`config.mk`:
```
export PLATFORM = sky130hd
export DESIGN_NAME = seq_detector_param
export DESIGN_NICKNAME = d
export VERILOG_FILES = /design/src/rtl/seq_detector_param.sv
export SDC_FILE = /design/constraint.sdc
export NUM_CORES = 1
export LEC_CHECK = 0
export CORE_MARGIN = 3
export CORE_UTILIZATION = 35
export DETAILED_ROUTE_END_ITERATION = 10
export HOLD_SLACK_MARGIN = 0.08
export SYNTH_ARGS = -nofsm -noshare
export SYNTH_HDL_FRONTEND = slang
export SYNTH_SLANG_ARGS = --single-unit
export TNS_END_PERCENT = 50
```
`constraint.sdc`:
```
create_clock -name clock -period 2.8 [get_ports clock]
set_clock_uncertainty 0.1 [all_clocks]
set_input_delay 0.28 -clock clock [delete_from_list [all_inputs] [get_ports clock]]
set_output_delay 0.28 -clock clock [all_outputs]
set_load 0.02 [all_outputs]
```
`src/rtl/seq_detector_param.sv`:
```
`default_nettype none
// +--------------------------------------------------------------------------+
// | seq_detector_param: runtime-loadable serial pattern detector, overlap or  |
// | non-overlap, registered match pulse and saturating match counter.         |
// | Revision: 1.0                                                             |
// +--------------------------------------------------------------------------+
module seq_detector_param #(
  parameter int                 MAX_LEN       = 8,
  parameter int                 CNT_W         = 8,
  parameter logic [MAX_LEN-1:0] RESET_PATTERN = 8'b0000_1101,
  parameter int                 RESET_LEN     = 4,
  parameter bit                 RESET_OVERLAP = 1'b1
) (
  input  logic                           clock,
  input  logic                           reset,
  input  logic                           i_valid,
  input  logic                           i,
  input  logic                           cfg_load,
  input  logic [MAX_LEN-1:0]             cfg_pattern,
  input  logic [$clog2(MAX_LEN+1)-1:0]   cfg_len,
  input  logic                           cfg_overlap,
  input  logic                           cnt_clr,
  output logic                           out,
  output logic [CNT_W-1:0]               match_count,
  output logic                           count_sat,
  output logic                           cfg_err
);

  localparam int               c_lw    = $clog2(MAX_LEN+1);
  localparam logic [c_lw-1:0]  c_max   = c_lw'(MAX_LEN);
  localparam logic [c_lw-1:0]  c_rlen  = c_lw'(RESET_LEN);

  logic [MAX_LEN-1:0] r_pattern;
  logic [c_lw-1:0]    r_len;
  logic               r_overlap;
  logic [MAX_LEN-1:0] r_hist;
  logic [c_lw-1:0]    r_fill;

  logic               w_accept;
  logic [MAX_LEN-1:0] w_window;
  logic [MAX_LEN:0]   w_mask;
  logic [c_lw:0]      w_fill_p1;
  logic               w_match;
  logic [c_lw-1:0]    w_fill_inc;
  logic [c_lw-1:0]    w_len_new;
  logic               w_len_bad;

  assign w_accept   = i_valid && !cfg_load;
  assign w_window   = {r_hist[MAX_LEN-2:0], i};
  // Mask keeps only the low r_len bits of the window/pattern comparison.
  assign w_mask     = ((MAX_LEN+1)'(1) << r_len) - (MAX_LEN+1)'(1);
  assign w_fill_p1  = {1'b0, r_fill} + (c_lw+1)'(1);
  assign w_match    = w_accept && (w_fill_p1 >= {1'b0, r_len}) &&
                      (((w_window ^ r_pattern) & w_mask[MAX_LEN-1:0]) == '0);
  assign w_fill_inc = (r_fill == c_max) ? r_fill : r_fill + c_lw'(1);

  always_comb begin
    w_len_new = cfg_len;
    w_len_bad = 1'b0;
    if (cfg_len == '0) begin
      w_len_new = c_lw'(1);
      w_len_bad = 1'b1;
    end else if (cfg_len > c_max) begin
      w_len_new = c_max;
      w_len_bad = 1'b1;
    end
  end

  always_ff @(posedge clock or negedge reset) begin
    if (!reset) begin
      r_pattern <= RESET_PATTERN;
      r_len     <= c_rlen;
      r_overlap <= RESET_OVERLAP;
      r_hist    <= '0;
      r_fill    <= '0;
      out       <= 1'b0;
      cfg_err   <= 1'b0;
    end else begin
      out     <= w_match;
      cfg_err <= cfg_load && w_len_bad;
      if (cfg_load) begin
        r_pattern <= cfg_pattern;
        r_len     <= w_len_new;
        r_overlap <= cfg_overlap;
        r_fill    <= '0;
      end else if (i_valid) begin
        r_hist <= w_window;
        // Non-overlap restarts the fill so the next match needs fresh bits.
        if (!r_overlap && w_match) r_fill <= '0;
        else                       r_fill <= w_fill_inc;
      end
    end
  end

  always_ff @(posedge clock or negedge reset) begin
    if (!reset) begin
      match_count <= '0;
    end else if (cnt_clr) begin
      match_count <= '0;
    end else if (w_match && !(&match_count)) begin
      match_count <= match_count + CNT_W'(1);
    end
  end

  assign count_sat = &match_count;

endmodule
`default_nettype wire
```
; Word level (Yosys, flattened, before mapping)
; Cells that the tools add are included.
[op_classes]
div_mod_pow = 0
muxes = 10
add_sub_neg = 4
n_mul = 0
eq_ne = 2
reduce_logical = 16
n_lt_le_gt_ge = 2
bitwise = 3
shift = 1
[op_table]
columns = op, n
row1 = 2-to-1 mux 4 bit, 6
row2 = 2-to-1 mux 8 bit, 2
row3 = adder 8 x 1 -> 8 bit (second input constant), 1
row4 = AND 8 bit, 1
row5 = logical NOT 8 bit, 1
row6 = AND reduction 8 bit, 1
row7 = left shift 1 x 4 -> 8 bit (first input constant), 1
row8 = subtractor 8 x 2 -> 8 bit (second input constant), 1
row9 = XOR 8 bit, 1
row10 = logical AND 1 bit, 6
row11 = adder 4 x 1 -> 5 bit (second input constant), 1
row12 = greater-or-equal comparator 5 x 4 -> 1 bit, 1
row13 = adder 4 x 1 -> 4 bit (second input constant), 1
row14 = == test 4 bit (second input constant), 1
row15 = greater-than comparator 4 bit (second input constant), 1
row16 = logical NOT 4 bit, 1
row17 = AND reduction 2 bit, 2
row18 = nonzero test 2 bit, 2
row19 = logical NOT 1 bit, 3
row20 = inequality test 3 x 2 -> 1 bit (second input constant), 1
row21 = 2-to-1 mux 1 bit, 2
row22 = inverter 1 bit, 1
[word_totals]
out_inout_bits = 11
word_cells = 46
romBits = 0
in_bits = 19
memories = 0
latchBits = 0
reg_bits = 34
ramBits = 0

; Depth between registers and ports, before layout
[logic_depth]
depth_word = 9
mapped_depth = 12
ltp_nobuf = 9

; Least setup slack after synthesis
; OpenSTA, ideal clock, no wires.
[synth_timing]
path_type = register to register
start = register r_len[1]
end = register match_count[7]
setup_time_ns = 0.128
stages_incl_launch_ff = 12
t_required_ns = 2.572
slack_ns = 0.048
synth_period_minus_slack_ns = 2.752
t_arrival_ns = 2.524
n_path_buf = 2
cell_sequence = dfrtp_1 buf_6 nor2_2 nand3_1 ha_1 buf_1 o21bai_1 a32oi_1 o22ai_1 a2111o_1 nor4b_1 mux2_1
[synth_between]
elab_chain_len = 7
elab_cells_between_ends = 9
cone_classes = add/sub (1) / order compare (1) / shift (1) / bitwise (1) / reduce/logical (5)
[synth_lines]
columns = item, line
row1 = from (decl), 34  ; logic [c_lw-1:0] r_len;
row2 = from (signal assigned), 72  ; r_len <= c_rlen;
row3 = from (signal assigned), 83  ; r_len <= w_len_new;
row4 = left shift 1 x 4 -> 8 bit, 51  ; assign w_mask = ((MAX_LEN+1)'(1) << r_len) - (MAX_LEN+1)'(1);
row5 = subtractor 8 x 2 -> 8 bit, 51
row6 = AND 8 bit, 54  ; (((w_window ^ r_pattern) & w_mask[MAX_LEN-1:0]) == '0);
row7 = logical NOT 8 bit, 54
row8 = logical AND 1 bit (*), 53  ; assign w_match = w_accept && (w_fill_p1 >= {1'b0, r_len}) &&
row9 = logical AND 1 bit (*), 100  ; end else if (w_match && !(&match_count)) begin
row10 = nonzero test 2 bit (no line) (*), -
row11 = to (signal assigned), 101  ; match_count <= match_count + CNT_W'(1);
row12 = to (decl), 24  ; output logic [CNT_W-1:0] match_count,
; Mark *: on every way between the ends. The rest lies on a longest branch, timed or not.
; A chain may end at the register's enable or synchronous reset.

; Final worst setup path
[layout_timing]
start = register r_len[1]
end = register match_count[2]
; The elaborated chain is that of the path after synthesis.

==> results.cfg <==
[status]
status = finished, final reports clean

[timing]
rsz0062_at_grt = true
final-setup-viol-count = 0
period_minus_slack_ns = 2.76
hold_viol_final = 0
drv_slew = 0
fin_crit_sh_pct = 98.4
fmax_mhz = 363
worst-slew-pin-transition_ns = 0.428
setup_ws_ns = 0.0443
relSlewSlack_pct = 71.5

[global_route]
antenna_found_initial = 0
track_usage_pct = 14.4
grt_pass1_wl_um = 7000
gr-total-overflow = 0
grt_max_degree = 35
grt_pass1_vias = 1541

[logic_synthesis]
yosys_warnings = 0
synth-edff-count = 0
synthCells = 176
ys_seq_elements = 34
synth_fp_nets = 203
ys.flop_type = dfrtp_1
yosys.cell_types.count = 43
synth_area_um2 = 1890
ys_async_sr_fraction_pct = 100
ys_seq_area_share_pct = 45.5
syn_area_per_cell_um2 = 10.7

[flow_run]
cap_violations = 0

[detailed_routing]
wl_met2_um = 1860
wl_met1_um = 2030
ant_nets = 0
routedWlPerCell_um = 14.1
dr.max_layer_used = met4
routed_wl_um = 4180
initialDrtViolationCount = 85
drcViolationCount = 0
met3WireLength_um = 168
vias = 1500
dr.pass1.iters = 4
viasPerCell = 5.05

[worst_setup_path]
ff2ff_path_depth = 8
cp.required_ns = 2.90
worst-path-buf-inv = 0
slowest_stage = or4b_4
slowest_delay_ns = 0.51
crit_fanout = 5
r2r_start = r_len[1]$_DFFE_PN0P_
crit_chain = nor2_4 -> nand3_2 -> ha_4 -> nor2_2 -> or4b_4 -> a2111o_1 -> or4_1 -> a21oi_1
cp.arrival_ns = 2.86
path_delay_family = simple AND/OR/NAND/NOR gates
end_kind = register
r2r_setup_slack_ns = 0.04
crit_type = reg -> reg
crit_path_start_kind = register
r2r-end = match_count[2]$_DFFE_PN0P_

[power_and_ir_drop]
irDropWorstVdd_v = 0.000181
pwr-share-comb_pct = 25.8
leakage_nw = 1.05
power_frac_clock_pct = 28.2
p_int_mw = 0.948
pwr-share-seq_pct = 45.9
sw_frac_of_total_pct = 28.3
pwr_density_cell_nw_per_um2 = 514
power_switching_mw = 0.374

[floorplan]
die_h_um = 79.4
num_rows = 26
die_x_um = 79.4
coreArea_um2 = 5170
die_area_um2 = 6300
initial_core_util_pct = 36.5
io_pins = 30

[placed_design]
dp_cells = 285
dp_slack_ns = -0.123
place.gp.congestion = 0.785
post-dp-hpwl_um = 2750
port_buffers = 29

[cells_and_area]
fin_util_pct = 49.8
multi_input_area_um2 = 1040
ff_latch_area_um2 = 857
final_cell_mix = dfrtp_1 (29), clkdlybuf4s50_1 (29), buf_4 (23)
fill_cells = 464
drive_gt1_share_pct = 31.3
nets = 253
area_growth_pct = 36.6
final_cells = 297
diodes = 0

[clock_tree]
clk_pin_slew_ns = 0.07
clk_latency_ns = 0.28
hold_buffers = 0
cts_root_buf = clkbuf_8
numClockSinks = 34
clk_path_buf_depth = 2
numCtsBuffers = 5
cts_tree = yes
h-tree-depth = 2

[min_path]
holdCritPathClass = in -> async
-- final cells by class --
| type | count | area share [%] |
|---|---|---|
| inverters | 7 | 1.02 |
| flip-flops and latches | 34 | 33.3 |
| clock inverters | 2 | 0.486 |
| repair buffers | 53 | 18.4 |
| multi-input cells | 125 | 40.2 |
| clock buffers | 6 | 3.21 |
| well taps | 70 | 3.40 |
-- power groups by stage --
stage               logic [mW]  registers (mW)  clock network [mW]
global placement         0.292           0.614                   0
finish                   0.341           0.608               0.374
CTS                      0.313           0.608               0.390
global route             0.375           0.616               0.413
detailed placement       0.295           0.615                   0
floorplan                0.190           0.607                   0
-- logic make-up after synthesis --
logic type                 Yosys count  share of synthesized area (%)
AOI/OAI and AO/OA                   35                           11.8
xor gates and xnor gates            14                           6.50
adders and majority gates            8                           5.31
buffers and inverters               18                           5.11
DFF                                 34                           45.5
muxes                               19                           11.3
and+or+nand+nor                     48                           14.5
-- state kept, by name, summed over array words and instances, names as in the netlist --
| signal | count |
|---|---|
| cfg_err | 1 |
| match_count | 8 |
| out | 1 |
| r_fill | 4 |
| r_hist | 7 |
| r_len | 4 |
| r_overlap | 1 |
| r_pattern | 8 |
-- timing repair --
| item | 4_1_cts | 5_1_grt |
|---|---|---|
| pin swaps | 6 | 7 |
| gates cloned | 1 | 0 |
| resized for setup | 4 | 16 |
| endpoints found under the setup margin | 4 | 9 |
| setup buffers | 0 | 3 |
-- how the worst max path moves through the flow --
| stage | cells past startpoint | slack [ns] | start | endpoint |
|---|---|---|---|---|
| after detailed placement | 7 | -0.12 | i | match_count[7]$_DFFE_PN0P_ |
| after floorplan | 11 | 0.05 | r_len[1]$_DFFE_PN0P_ | match_count[7]$_DFFE_PN0P_ |
| after global routing | 8 | -0.04 | r_len[1]$_DFFE_PN0P_ | match_count[2]$_DFFE_PN0P_ |
| after global placement | 7 | -0.04 | i | match_count[7]$_DFFE_PN0P_ |
| after CTS | 8 | 0.005 | r_len[1]$_DFFE_PN0P_ | match_count[4]$_DFFE_PN0P_ |
| final | 8 | 0.04 | r_len[1]$_DFFE_PN0P_ | match_count[2]$_DFFE_PN0P_ |
-- routing by layer --
metal  vias up  track usage, %
li1        740               -
met1       710            19.3
met2        37            21.0
met3        13            4.06
met4         0            7.39
met5         -               0
-- metrics by stage --
stage	power (mW)	hold WS [ns]	setup TNS, ns	cell area, µm²
after global routing	1.40	0.357	-0.0993	2580
after global placement	0.906	0.411	-0.0363	2350
after floorplan	0.797	-0.116	0	1890
after CTS	1.31	0.326	0	2470
after detailed placement	0.910	0.418	-0.191	2350
final	1.32	0.308	0	2580
-- synthesized netlist by cell type (all sizes together), types with 2 or more instances --
library cell	instances	area, µm²
o31ai	5	37.5
nor3	5	25.0
xor2	5	43.8
a21oi	11	55.1
nand3	6	30.0
clkbuf	2	7.51
dfstp	5	131
ha	8	100
a31oi	2	12.5
or4	5	37.5
o21ai	6	30.0
nor2b	3	18.8
and3	3	18.8
nand2b	2	12.5
nand3b	2	15.0
xnor2	9	78.8
dfrtp	29	726
mux2	18	203
buf	9	62.6
nor2	9	36.3
nand2	5	18.8
o22ai	3	18.8
nor4b	2	17.5
inv	7	26.3
o21bai	2	15.0
(Power assumes the default switching activity.)
